### config.mk
export PLATFORM = sky130hd
export DESIGN_NAME = rr_packet_arbiter_flat
export DESIGN_NICKNAME = d
export VERILOG_FILES = /design/src/rtl/rr_packet_arbiter_if.sv /design/src/rtl/rr_packet_arbiter.sv /design/src/flat_wrapper.sv
export SDC_FILE = /design/constraint.sdc
export NUM_CORES = 1
export LEC_CHECK = 0
export ABC_AREA = 1
export CAP_MARGIN = 10
export CORE_UTILIZATION = 43
export CTS_CLUSTER_DIAMETER = 120
export CTS_CLUSTER_SIZE = 40
export DETAILED_ROUTE_END_ITERATION = 12
export HOLD_SLACK_MARGIN = 0.1
export PLACE_DENSITY = 0.86
export RECOVER_POWER = 25
export SLEW_MARGIN = 5
export SYNTH_ARGS = -nofsm -noshare
export SYNTH_HDL_FRONTEND = slang
export SYNTH_SLANG_ARGS = --single-unit
export TNS_END_PERCENT = 50
### constraint.sdc
create_clock -name clk -period 6 [get_ports clk]
set_input_delay 1.5 -clock clk [delete_from_list [all_inputs] [get_ports clk]]
set_output_delay 1.5 -clock clk [all_outputs]
set_load 0.05 [all_outputs]
### src/rtl/rr_packet_arbiter_if.sv
// Bundle of N packet-source channels and the single shared output channel.
// The arbiter uses the slave side; the environment driving sources and sink uses master.
interface rr_packet_arbiter_if #(
    parameter int unsigned N = 4,
    parameter int unsigned W = 8
);
    localparam int unsigned IW = (N > 1) ? $clog2(N) : 1;

    logic [N-1:0]   io_in_valid;
    logic [N*W-1:0] io_in_bits;
    logic [N-1:0]   io_in_last;
    logic [N-1:0]   io_in_ready;
    logic           io_out_ready;
    logic           io_out_valid;
    logic [W-1:0]   io_out_bits;
    logic           io_out_last;
    logic [IW-1:0]  io_chosen;
    logic           io_locked;
    logic           io_err_overlong;

    modport slave (
        input  io_in_valid, io_in_bits, io_in_last, io_out_ready,
        output io_in_ready, io_out_valid, io_out_bits, io_out_last,
               io_chosen, io_locked, io_err_overlong
    );

    modport master (
        output io_in_valid, io_in_bits, io_in_last, io_out_ready,
        input  io_in_ready, io_out_valid, io_out_bits, io_out_last,
               io_chosen, io_locked, io_err_overlong
    );
endinterface

### src/rtl/rr_packet_arbiter.sv
// Round-robin packet arbiter: holds the grant for a whole multi-beat packet and
// forcibly ends any packet that reaches MAX_BEATS beats without a last flag.
module rr_packet_arbiter #(
    parameter int unsigned N         = 4,
    parameter int unsigned W         = 8,
    parameter int unsigned MAX_BEATS = 16
) (
    input  logic               clk,
    input  logic               reset,
    rr_packet_arbiter_if.slave bus
);
    localparam int unsigned IW = (N > 1) ? $clog2(N) : 1;
    localparam int unsigned CW = $clog2(MAX_BEATS + 1);

    typedef enum logic {
        IDLE,
        LOCKED
    } state_t;

    state_t        st;
    logic [IW-1:0] ptr;
    logic [IW-1:0] lock_idx;
    logic [CW-1:0] beats;
    logic          err;

    logic [IW-1:0] rr_idx;
    logic          found;
    logic [IW-1:0] chosen;
    logic          sel_valid;
    logic          sel_last;
    logic          fire;
    logic          force_rel;
    logic          out_last;

    // Rotating search starting just after ptr; with nothing valid it settles on ptr+1.
    always_comb begin
        rr_idx = IW'((32'(ptr) + 32'd1) % N);
        found  = 1'b0;
        for (int unsigned k = 1; k <= N; k++) begin
            if (!found && bus.io_in_valid[IW'((32'(ptr) + k) % N)]) begin
                rr_idx = IW'((32'(ptr) + k) % N);
                found  = 1'b1;
            end
        end
    end

    always_comb begin
        chosen    = (st == LOCKED) ? lock_idx : rr_idx;
        sel_valid = (st == LOCKED) ? bus.io_in_valid[lock_idx] : (|bus.io_in_valid);
        sel_last  = bus.io_in_last[chosen];
        fire      = sel_valid && bus.io_out_ready;
        force_rel = fire && (beats == CW'(MAX_BEATS - 1)) && !sel_last;
        out_last  = sel_last || force_rel;
    end

    always_comb begin
        bus.io_chosen       = chosen;
        bus.io_out_valid    = sel_valid;
        bus.io_out_bits     = bus.io_in_bits[32'(chosen) * W +: W];
        bus.io_out_last     = out_last;
        bus.io_in_ready     = bus.io_out_ready ? (N'(1) << chosen) : '0;
        bus.io_locked       = (st == LOCKED);
        bus.io_err_overlong = err;
    end

    // Only a fire moves state; ptr advances solely when a packet completes.
    always_ff @(posedge clk or negedge reset) begin
        if (!reset) begin
            st       <= IDLE;
            ptr      <= '0;
            lock_idx <= '0;
            beats    <= '0;
            err      <= 1'b0;
        end else begin
            err <= force_rel;
            if (fire) begin
                case (st)
                    IDLE: begin
                        if (out_last) begin
                            ptr <= chosen;
                        end else begin
                            st       <= LOCKED;
                            lock_idx <= chosen;
                            beats    <= CW'(1);
                        end
                    end
                    LOCKED: begin
                        if (out_last) begin
                            st    <= IDLE;
                            ptr   <= lock_idx;
                            beats <= '0;
                        end else begin
                            beats <= beats + CW'(1);
                        end
                    end
                    default: st <= IDLE;
                endcase
            end
        end
    end
endmodule

### src/flat_wrapper.sv
// flat-port wrapper written by rule: the top's interface ports become plain ports
module rr_packet_arbiter_flat 
#(
    parameter int unsigned N         = 4,
    parameter int unsigned W         = 8,
    parameter int unsigned MAX_BEATS = 16
)
  (clk, reset, bus_io_in_valid, bus_io_in_bits, bus_io_in_last, bus_io_out_ready, bus_io_in_ready, bus_io_out_valid, bus_io_out_bits, bus_io_out_last, bus_io_chosen, bus_io_locked, bus_io_err_overlong);
  rr_packet_arbiter_if #(.N(N), .W(W)) bus_i ();
  input  logic clk;
  input  logic reset;
  input wire logic [$bits(bus_i.io_in_valid)-1:0] bus_io_in_valid;
  input wire logic [$bits(bus_i.io_in_bits)-1:0] bus_io_in_bits;
  input wire logic [$bits(bus_i.io_in_last)-1:0] bus_io_in_last;
  input wire logic [$bits(bus_i.io_out_ready)-1:0] bus_io_out_ready;
  output wire logic [$bits(bus_i.io_in_ready)-1:0] bus_io_in_ready;
  output wire logic [$bits(bus_i.io_out_valid)-1:0] bus_io_out_valid;
  output wire logic [$bits(bus_i.io_out_bits)-1:0] bus_io_out_bits;
  output wire logic [$bits(bus_i.io_out_last)-1:0] bus_io_out_last;
  output wire logic [$bits(bus_i.io_chosen)-1:0] bus_io_chosen;
  output wire logic [$bits(bus_i.io_locked)-1:0] bus_io_locked;
  output wire logic [$bits(bus_i.io_err_overlong)-1:0] bus_io_err_overlong;
  assign bus_i.io_in_valid = bus_io_in_valid;
  assign bus_i.io_in_bits = bus_io_in_bits;
  assign bus_i.io_in_last = bus_io_in_last;
  assign bus_i.io_out_ready = bus_io_out_ready;
  assign bus_io_in_ready = bus_i.io_in_ready;
  assign bus_io_out_valid = bus_i.io_out_valid;
  assign bus_io_out_bits = bus_i.io_out_bits;
  assign bus_io_out_last = bus_i.io_out_last;
  assign bus_io_chosen = bus_i.io_chosen;
  assign bus_io_locked = bus_i.io_locked;
  assign bus_io_err_overlong = bus_i.io_err_overlong;
  rr_packet_arbiter #(.N(N), .W(W), .MAX_BEATS(MAX_BEATS)) u_core (.clk(clk), .reset(reset), .bus(bus_i));
endmodule
Word level (Yosys, flattened, before mapping)
Cells that the tools add are included.
Storage, ports and cells
  flip-flop bits (word level): 11
  input port bits: 43
  output and inout bits: 18
  word-level logic and storage cells: 67
Cells by class
  add/subtract/negate cells: 5
  order comparisons: 6
  equal/unequal tests: 4
  shift operators: 2
  multiplexer cells: 28
  bitwise gates (word level): 2
  reduce and logical (&&, ||, !) cells: 15
Operators by type and width (count)
  indexed part select 32 x 6 -> 8 bit: 1
  less-than comparator 2 x 3 -> 1 bit, second input constant: 6
  binary-select mux 1 bit (select 2 bit): 6
  2-to-1 mux 2 bit: 6
  2-to-1 mux 1 bit: 11
  2-to-1 mux 5 bit: 2
  case mux 5 bit (2 select lines): 1
  logical AND 1 bit: 6
  != test 2 bit, second input constant: 3
  AND reduction 3 bit: 2
  adder 5 x 1 -> 5 bit, second input constant: 1
  == test 5 x 4 -> 1 bit, second input constant: 1
  adder 2 x 1 -> 2 bit, second input constant: 2
  adder 2 bit, second input constant: 2
  logical NOT 1 bit: 4
  2-to-1 mux 4 bit: 1
  case mux 2 bit (2 select lines): 1
  OR reduction 4 bit: 1
  << shifter 1 x 2 -> 4 bit, first input constant: 1
  inverter 1 bit: 2
  AND reduction 2 bit: 1
  logical OR 1 bit: 1

Depth between registers and ports, before layout
Gate-level depths: netlist of the first run.
  depth after elaboration: 21
  gate-level depth with buffers: 20

Worst setup path before layout of the first run
Ideal clock, no wire load.
  kind: input-to-output
  start point: input port bus_io_in_valid[1]
  end point: output port bus_io_in_ready[0]
  arrival time: 3712 ps
  required time: 4500 ps
  setup slack: 788 ps
  stages: 13
  path buffers: 0
  cell sequence: inv_1 -> nand2_1 -> nand2_1 -> inv_1 -> nand2_1 -> nand2_2 -> nor2_4 -> nand3_1 -> nand2_1 -> nand2_2 -> nand2_2 -> inv_1 -> nor3_1
On the way
  longest elaborated chain between the ends: 15
RTL lines
  from (decl): line flat_wrapper.sv:12  | input wire logic [$bits(bus_i.io_in_valid)-1:0] bus_io_in_valid;
  binary-select mux 1 bit (select 2 bit): line rr_packet_arbiter.sv:40  | if (!found && bus.io_in_valid[IW'((32'(ptr) + k) % N)]) begin
  2-to-1 mux 1 bit (not written as such): line rr_packet_arbiter.sv:40
  2-to-1 mux 1 bit: line rr_packet_arbiter.sv:40
  logical NOT 1 bit: line rr_packet_arbiter.sv:40
  logical AND 1 bit: line rr_packet_arbiter.sv:40
  2-to-1 mux 1 bit: line rr_packet_arbiter.sv:40
  logical NOT 1 bit: line rr_packet_arbiter.sv:40
  logical AND 1 bit: line rr_packet_arbiter.sv:40
  2-to-1 mux 1 bit: line rr_packet_arbiter.sv:40
  logical NOT 1 bit: line rr_packet_arbiter.sv:40
  logical AND 1 bit: line rr_packet_arbiter.sv:40
  2-to-1 mux 2 bit (*): line rr_packet_arbiter.sv:40
  2-to-1 mux 2 bit (*): line rr_packet_arbiter.sv:48  | chosen = (st == LOCKED) ? lock_idx : rr_idx;
  net bus_io_chosen[0]: line flat_wrapper.sv:20  | output wire logic [$bits(bus_i.io_chosen)-1:0] bus_io_chosen;
  << shifter 1 x 2 -> 4 bit (*): line rr_packet_arbiter.sv:61  | bus.io_in_ready = bus.io_out_ready ? (N'(1) << chosen) : '0;
  2-to-1 mux 4 bit (*): line rr_packet_arbiter.sv:61
  to (decl): line flat_wrapper.sv:16  | output wire logic [$bits(bus_i.io_in_ready)-1:0] bus_io_in_ready;
Mark *: on every way through the listed nets, which the timed path passes. The rest lies on a longest branch. The select of a mux whose other input is x is not followed.

Worst setup path after layout of the first run
  start point: input port bus_io_in_valid[3]
  end point: output port bus_io_in_ready[0]
On the way
  longest elaborated chain between the ends: 15
RTL lines (line)
  binary-select mux 1 bit (select 2 bit): rr_packet_arbiter.sv:40
  2-to-1 mux 1 bit (not written as such): rr_packet_arbiter.sv:40
  2-to-1 mux 1 bit: rr_packet_arbiter.sv:40
  logical NOT 1 bit: rr_packet_arbiter.sv:40
  logical AND 1 bit: rr_packet_arbiter.sv:40
  2-to-1 mux 1 bit: rr_packet_arbiter.sv:40
  logical NOT 1 bit: rr_packet_arbiter.sv:40
  logical AND 1 bit: rr_packet_arbiter.sv:40
  2-to-1 mux 1 bit: rr_packet_arbiter.sv:40
  logical NOT 1 bit: rr_packet_arbiter.sv:40
  logical AND 1 bit: rr_packet_arbiter.sv:40
  2-to-1 mux 2 bit (*): rr_packet_arbiter.sv:40
  2-to-1 mux 2 bit (*): rr_packet_arbiter.sv:48
  << shifter 1 x 2 -> 4 bit (*): rr_packet_arbiter.sv:61
  2-to-1 mux 4 bit (*): rr_packet_arbiter.sv:61
Mark *: on every way between the ends. The rest lies on a longest branch, timed or not. The select of a mux whose other input is x is not followed.

==> out/metrics.yaml, run 1 <==
io_pins: 61
syn_area_per_cell_sq_um: 6.06
synth-seq-cells: 11
worst-r2r-cell-count: 15
max_slew_vio_count: 0
grt_antenna_before_repair: 0
yosys.cell_types.count: 23
postCtsHoldBufs: 0
critPathArrivalTime_ns: 4.08
cts.repair_timing.setup_buffer_count: 0
crit_path_buffers_inverters: 4
worstPathRequired_ns: 4.50
clock_tree_from_tritoncts: "done"
die_h_microns: 54.4
drt_iter0_markers: 23
path_class: "in2out"
cts-resized-gates: 0
timing.hold.worst_endpoint: "u_core.beats[4]"
hold_path_class: "reg2reg"
layout.area.seq_sq_um: 275
layout_min_cycle_time_ns: 5.58
gr_util_met2_pct: 42.9
synth-main-ff-cell: "sky130_fd_sc_hd__dfrtp_1"
yosys-top-cells-area: "sky130_fd_sc_hd__nand2_1 (26%), sky130_fd_sc_hd__dfrtp_1 (23%), sky130_fd_sc_hd__nand3_1 (8.9%), sky130_fd_sc_hd__inv_1 (7.0%), sky130_fd_sc_hd__nand2_2 (5.3%)"
area_growth_syn_to_layout_pct: 54.7
via_count: 1443
crit_slowest_cell: "sky130_fd_sc_hd__clkdlybuf4s50_1"
groute.usage.overall_pct: 22.9
design.die.area_sq_um: 2960
routed_wl_mm: 3.36
cts_buffer_depth: 2
r2r_end: "u_core.lock_idx[1]"
async_flop_share_pct: 100
synth.top_cells.by_count: "sky130_fd_sc_hd__nand2_1 (82), sky130_fd_sc_hd__inv_1 (22), sky130_fd_sc_hd__nand3_1 (21), sky130_fd_sc_hd__dfrtp_1 (11), sky130_fd_sc_hd__nand2_2 (10)"
final_nets: 305
avgRoutedWirePerCell_microns: 11.6
fin_tns_setup_ns: 0
setup_viol_count_final: 0
cap_viol_max_count: 0
synth_top_area_share_pct: 26.1
crit_chain: "clkdlybuf4s50_1, inv_1, o21ai_0, nand2_1, nand2_2, nor2_4, nand2_2, nand2_1, nand2_1, nand2_2, nand2_2, inv_1, nor3_1, clkdlybuf4s50_1"
placement_rows: 18
grt_pass1_vias: 1230
critical_path_peak_fanout: 7
globalRouteOverflowTotal: 0
whs_path_depth: 2
dp.final_hpwl_mm: 2.81
global_route_wire_length_before_repair_mm: 4.97
clk_root_buffer_cell: "sky130_fd_sc_hd__clkbuf_4"
remaining_drc_errors: 0
timing_worst_slew_pin_value_ns: 0.514
synth_fp_nets: 240
r2r_start: "u_core.ptr[0]"
multi_input_comb_area_sq_um: 808
timing.final.hold_violations: 0
final_core_utilization_pct: 71.8
yosys_warnings: 0
die_w_microns: 54.4
endpoint_kind: "primary output"
cell_taking_the_most_area_after_synthesis: "sky130_fd_sc_hd__nand2_1"
synth_most_common_cell: "sky130_fd_sc_hd__nand2_1"
detail_route.vias_per_cell: 4.99
drive_above_1_share_pct: 13.5
final.period_utilization_pct: 93.0
netlist_instances: 195
synth_area_sq_um: 1180
grtUsageMet3_pct: 1.67
timing.reg2reg.setup_slack_ns: 3.71
status: "complete, no violations"
clk_transition_reported_paths_ns: 0.08
antenna_cells_inserted: 0
use_met1_pct: 27.3
cp_slowest_stage_delay_ns: 0.84
worst_hold_startpoint: "u_core.beats[4]"
fillers: 224
critical_path.most_common_cell: "sky130_fd_sc_hd__nand2_2"
fmax_mhz: 179
placeableCoreArea_sq_um: 2540
cts_num_sinks: 11
slew_headroom_pct: 65.6
final.setup_skew_ns: 0.00503
detail-route-antenna-nets: 0
setup_repair_after_global_routing_missed_its_margin: "false"
clock_insertion_delay_worst_skew_ns: 0.28
seq_area_frac_synth_pct: 23.3
synth_enable_flop_cells: 0
maximum_number_of_pins_on_one_net_before_global_route_repair: 12
1st_pass_router_iterations: 7
io_buffer_count: 60
depth_of_the_cts_h_tree: 1
critical_path.startpoint_type: "input port"
cts_buffers: 3
place_congestion: 0.752
crit_family: "buffers and inverters"
initial_core_util_pct: 46.4
busiest_layer: "met2"
-- flip-flops by register name (all words and copies together), names as in the netlist --
| signal | flops |
|---|---|
| u_core.beats | 5 |
| u_core.lock_idx | 2 |
| u_core.ptr | 2 |
| u_core.bus.io_err_overlong | 1 |
| u_core.bus.io_locked | 1 |
-- kinds of logic after synthesis --
group / Yosys count / synth area share, %
AO/OA/AOI/OAI: 18 / 9.85
XOR/XNOR: 2 / 1.48
buffers and inverters: 25 / 8.26
AND/OR/NAND/NOR: 137 / 55.0
flip-flops: 11 / 23.3
adder cells (fa/ha/maj): 2 / 2.12
-- placed cells by master, fill, tap and decap left out, types with 5 or more instances in the layout --
cell	netlist	final
sky130_fd_sc_hd__a22oi_1	5	5
sky130_fd_sc_hd__nand3_1	21	21
sky130_fd_sc_hd__dfrtp_1	11	11
sky130_fd_sc_hd__nor2_1	6	6
sky130_fd_sc_hd__buf_4	1	9
sky130_fd_sc_hd__o21ai_0	6	6
sky130_fd_sc_hd__clkdlybuf4s50_1	0	51
sky130_fd_sc_hd__nand2_2	10	10
sky130_fd_sc_hd__nand2_1	82	82
sky130_fd_sc_hd__inv_1	22	22
-- area by class of cell --
type | count | area share (%)
clock buffers | 3 | 1.23
clock inverters | 1 | 0.274
inverters | 24 | 4.93
multi-input cells | 159 | 44.2
flip-flops and latches | 11 | 15.1
well taps | 30 | 2.05
repair buffers | 61 | 32.2
-- per-stage QoR --
| stage | setup slack, ns | hold slack (ns) | std cells | instance area [sq um] |
|---|---|---|---|---|
| detailed placement | 0.415 | 0.502 | 285 | 1800 |
| global placement | 0.439 | 0.494 | 285 | 1800 |
| global route | 0.225 | 0.560 | 289 | 1830 |
| floorplan | 0.788 | 0.469 | 195 | 1180 |
| CTS | 0.407 | 0.519 | 289 | 1830 |
| finish | 0.422 | 0.517 | 289 | 1830 |
-- worst register-to-register path, stage by stage (launching register included) --
cell	delay, ns
sky130_fd_sc_hd__dfrtp_1	0.57
sky130_fd_sc_hd__inv_2	0.15
sky130_fd_sc_hd__nand2_1	0.10
sky130_fd_sc_hd__nand2_2	0.08
sky130_fd_sc_hd__nand2_1	0.09
sky130_fd_sc_hd__nand2_2	0.07
sky130_fd_sc_hd__nor2_4	0.12
sky130_fd_sc_hd__nand2_2	0.08
sky130_fd_sc_hd__o21ai_1	0.11
sky130_fd_sc_hd__inv_1	0.09
sky130_fd_sc_hd__a21boi_4	0.25
sky130_fd_sc_hd__nand2_4	0.09
sky130_fd_sc_hd__nand2_4	0.10
sky130_fd_sc_hd__nand4_1	0.14
sky130_fd_sc_hd__nand2_1	0.10
sky130_fd_sc_hd__nand2_1	0.06
-- metal layers --
| layer | vias to the layer above | share of wire [%] | wire length [microns] |
|---|---|---|---|
| met4 | 0 | 0.95 | 32 |
| met5 | - | 0 | 0 |
| met1 | 662 | 43 | 1460 |
| met3 | 5 | 1.4 | 46 |
| met2 | 19 | 54 | 1820 |
| li1 | 757 | - | - |
-- how the worst max path moves through the flow --
| stage | start | end | slack [ns] | cells after the start |
|---|---|---|---|---|
| floorplan | bus_io_in_valid[1] | bus_io_in_ready[0] | 0.79 | 13 |
| global placement | bus_io_in_valid[3] | bus_io_in_ready[0] | 0.44 | 14 |
| detailed placement | bus_io_in_valid[3] | bus_io_in_ready[0] | 0.41 | 14 |
| CTS | bus_io_in_valid[3] | bus_io_in_ready[0] | 0.41 | 14 |
| global route | bus_io_in_valid[0] | bus_io_out_last | 0.22 | 19 |
| finish | bus_io_in_valid[3] | bus_io_in_ready[0] | 0.42 | 14 |
Power of run 1 is left out: the tool's default activity adds up to more than one toggle a clock period on the data nets, which glitch-free logic cannot reach.
==> run 2: changes to the inputs <==
--- a/config.mk
+++ b/config.mk
@@ -13,7 +13,7 @@
 export DETAILED_ROUTE_END_ITERATION = 12
 export HOLD_SLACK_MARGIN = 0.1
 export PLACE_DENSITY = 0.86
-export RECOVER_POWER = 25
+export RECOVER_POWER = 100
 export SLEW_MARGIN = 5
 export SYNTH_ARGS = -nofsm -noshare
 export SYNTH_HDL_FRONTEND = slang
==> out/metrics.yaml, run 2 (synthesis gave the netlist of run 1 again) <==
avgRoutedWirePerCell_microns: 11.7
setup_viol_count_final: 0
routed_wl_mm: 3.37
path_class: "in2out"
wl_met3_microns: 46
detail_route.vias_per_cell: 4.98
setup_repair_after_global_routing_missed_its_margin: "false"
io_pins: 61
placement_rows: 18
cp_slowest_stage_delay_ns: 0.84
reg.largest.list: "u_core.beats (5), u_core.lock_idx (2), u_core.ptr (2)"
final.period_utilization_pct: 94.9
1st_pass_router_iterations: 4
clk_root_buffer_cell: "sky130_fd_sc_hd__clkbuf_4"
cts.repair_timing.setup_buffer_count: 0
slew_headroom_pct: 61.7
layout_commonest_cell: "sky130_fd_sc_hd__nand2_1"
layout_setup_ws_ns: 0.308
placedCellCount: 285
initial_core_util_pct: 46.4
io_buffer_count: 60
crit_slowest_cell: "sky130_fd_sc_hd__clkdlybuf4s50_1"
timing.final.hold_violations: 0
max_slew_vio_count: 0
depth_of_the_cts_h_tree: 1
dpl_worst_slack_ns: 0.415
endpoint_kind: "primary output"
clock_insertion_delay_worst_skew_ns: 0.28
critPathArrivalTime_ns: 4.19
die_w_microns: 54.4
die_h_microns: 54.4
met2_length_mm: 1.83
critical_path.most_common_cell: "sky130_fd_sc_hd__nand2_1"
area_growth_syn_to_layout_pct: 51.7
final.setup_skew_ns: 0.00797
clk_transition_reported_paths_ns: 0.08
critical_path_peak_fanout: 7
cts_buffers: 3
largest_register_ffs: 5
fmax_mhz: 176
cap_viol_max_count: 0
final_nets: 305
placeableCoreArea_sq_um: 2540
cts_buffer_depth: 2
layout.cells.most_common_list: "sky130_fd_sc_hd__nand2_1 (85), sky130_fd_sc_hd__clkdlybuf4s50_1 (43), sky130_fd_sc_hd__inv_1 (22), sky130_fd_sc_hd__nand3_1 (22), sky130_fd_sc_hd__dfrtp_1 (11)"
groute.usage.overall_pct: 22.9
global_route_wire_length_before_repair_mm: 4.97
worstPathRequired_ns: 4.50
crit_chain: "clkdlybuf4s50_1, inv_1, o21ai_0, nand2_1, nand2_1, nor2_4, nand2_2, nand2_1, nand2_1, nand2_2, nand2_1, inv_1, nor3_1, clkdlybuf4s50_1"
fin_cells: 289
drive_above_1_share_pct: 11.6
maximum_number_of_pins_on_one_net_before_global_route_repair: 12
topRoutingLayerUsed: "met4"
cts_num_sinks: 11
layout_min_cycle_time_ns: 5.69
hold_path_class: "reg2reg"
fin_tns_setup_ns: 0
remaining_drc_errors: 0
place_congestion: 0.752
max_flop_register: "u_core.beats"
status: "complete, no violations"
postCtsHoldBufs: 0
via_count: 1440
detail-route-antenna-nets: 0
dp.final_hpwl_mm: 2.81
cts-resized-gates: 0
timing_worst_slew_pin_value_ns: 0.573
antenna_cells_inserted: 0
critical_path.startpoint_type: "input port"
design.die.area_sq_um: 2960
grt_pass1_vias: 1230
wl_met1_mm: 1.46
clock_tree_from_tritoncts: "done"
drt_iter0_markers: 29
globalRouteOverflowTotal: 0
grt_antenna_before_repair: 0
==> run 2: changes by cell type in the layout (fill, tap and decap cells not counted), sizes merged <==
cell / before / now
dlygate4sd3: 1 / 9
clkbuf: 3 / 8
clkdlybuf4s50: 51 / 43
buf: 9 / 4
==> run 2: stage by stage <==
stage | util (%) | hold WS [ns] | cell area [sq um]
2_1_floorplan | - | 0.469 | 1180
3_3_place_gp | 70.7 | 0.494 | 1800
3_5_place_dp | 70.7 | 0.502 | 1800
4_1_cts | 71.8 | 0.519 | 1830
5_1_grt | 70.4 | 0.560 | 1790
6_report | 70.4 | 0.511 | 1790
==> run 2: layout make-up <==
class / instances / area, sq um
inverters: 24 / 90.1
clock buffers: 3 / 22.5
clock inverters: 1 / 5.00
fillers: 235 / 753
flip-flops and latches: 11 / 275
multi-input cells: 159 / 786
repair buffers: 61 / 576
well taps: 30 / 37.5
==> run 2: final timing paths <==
check | endpoint | startpoint | cells after the start | slack, ns
worst max-delay path | bus_io_in_ready[0] | bus_io_in_valid[3] | 14 | 0.31
worst min-delay path | u_core.beats[4] | u_core.beats[4] | 2 | 0.51
min in group asynchronous | u_core.beats[4] | reset | 1 | 1.62
max in group asynchronous | u_core.lock_idx[0] | reset | 1 | 4.03
worst max register to register | u_core.lock_idx[1] | u_core.ptr[0] | 20 | 3.45
worst min register to register | u_core.beats[4] | u_core.beats[4] | 2 | 0.51
==> run 2: routing by layer <==
layer / global-route usage, % / vias to the layer above
met5: 0 / -
met4: 6.84 / 0
met3: 1.67 / 5
met2: 42.9 / 17
met1: 27.3 / 659
li1: - / 759
==> run 2: worst max-delay path: cells and delay by family <==
kind	cells	cell delay, ns
buf+inv	4	1.55
compound gates	1	0.20
simple gates	9	0.93
Power of run 2 is left out for the same reason.
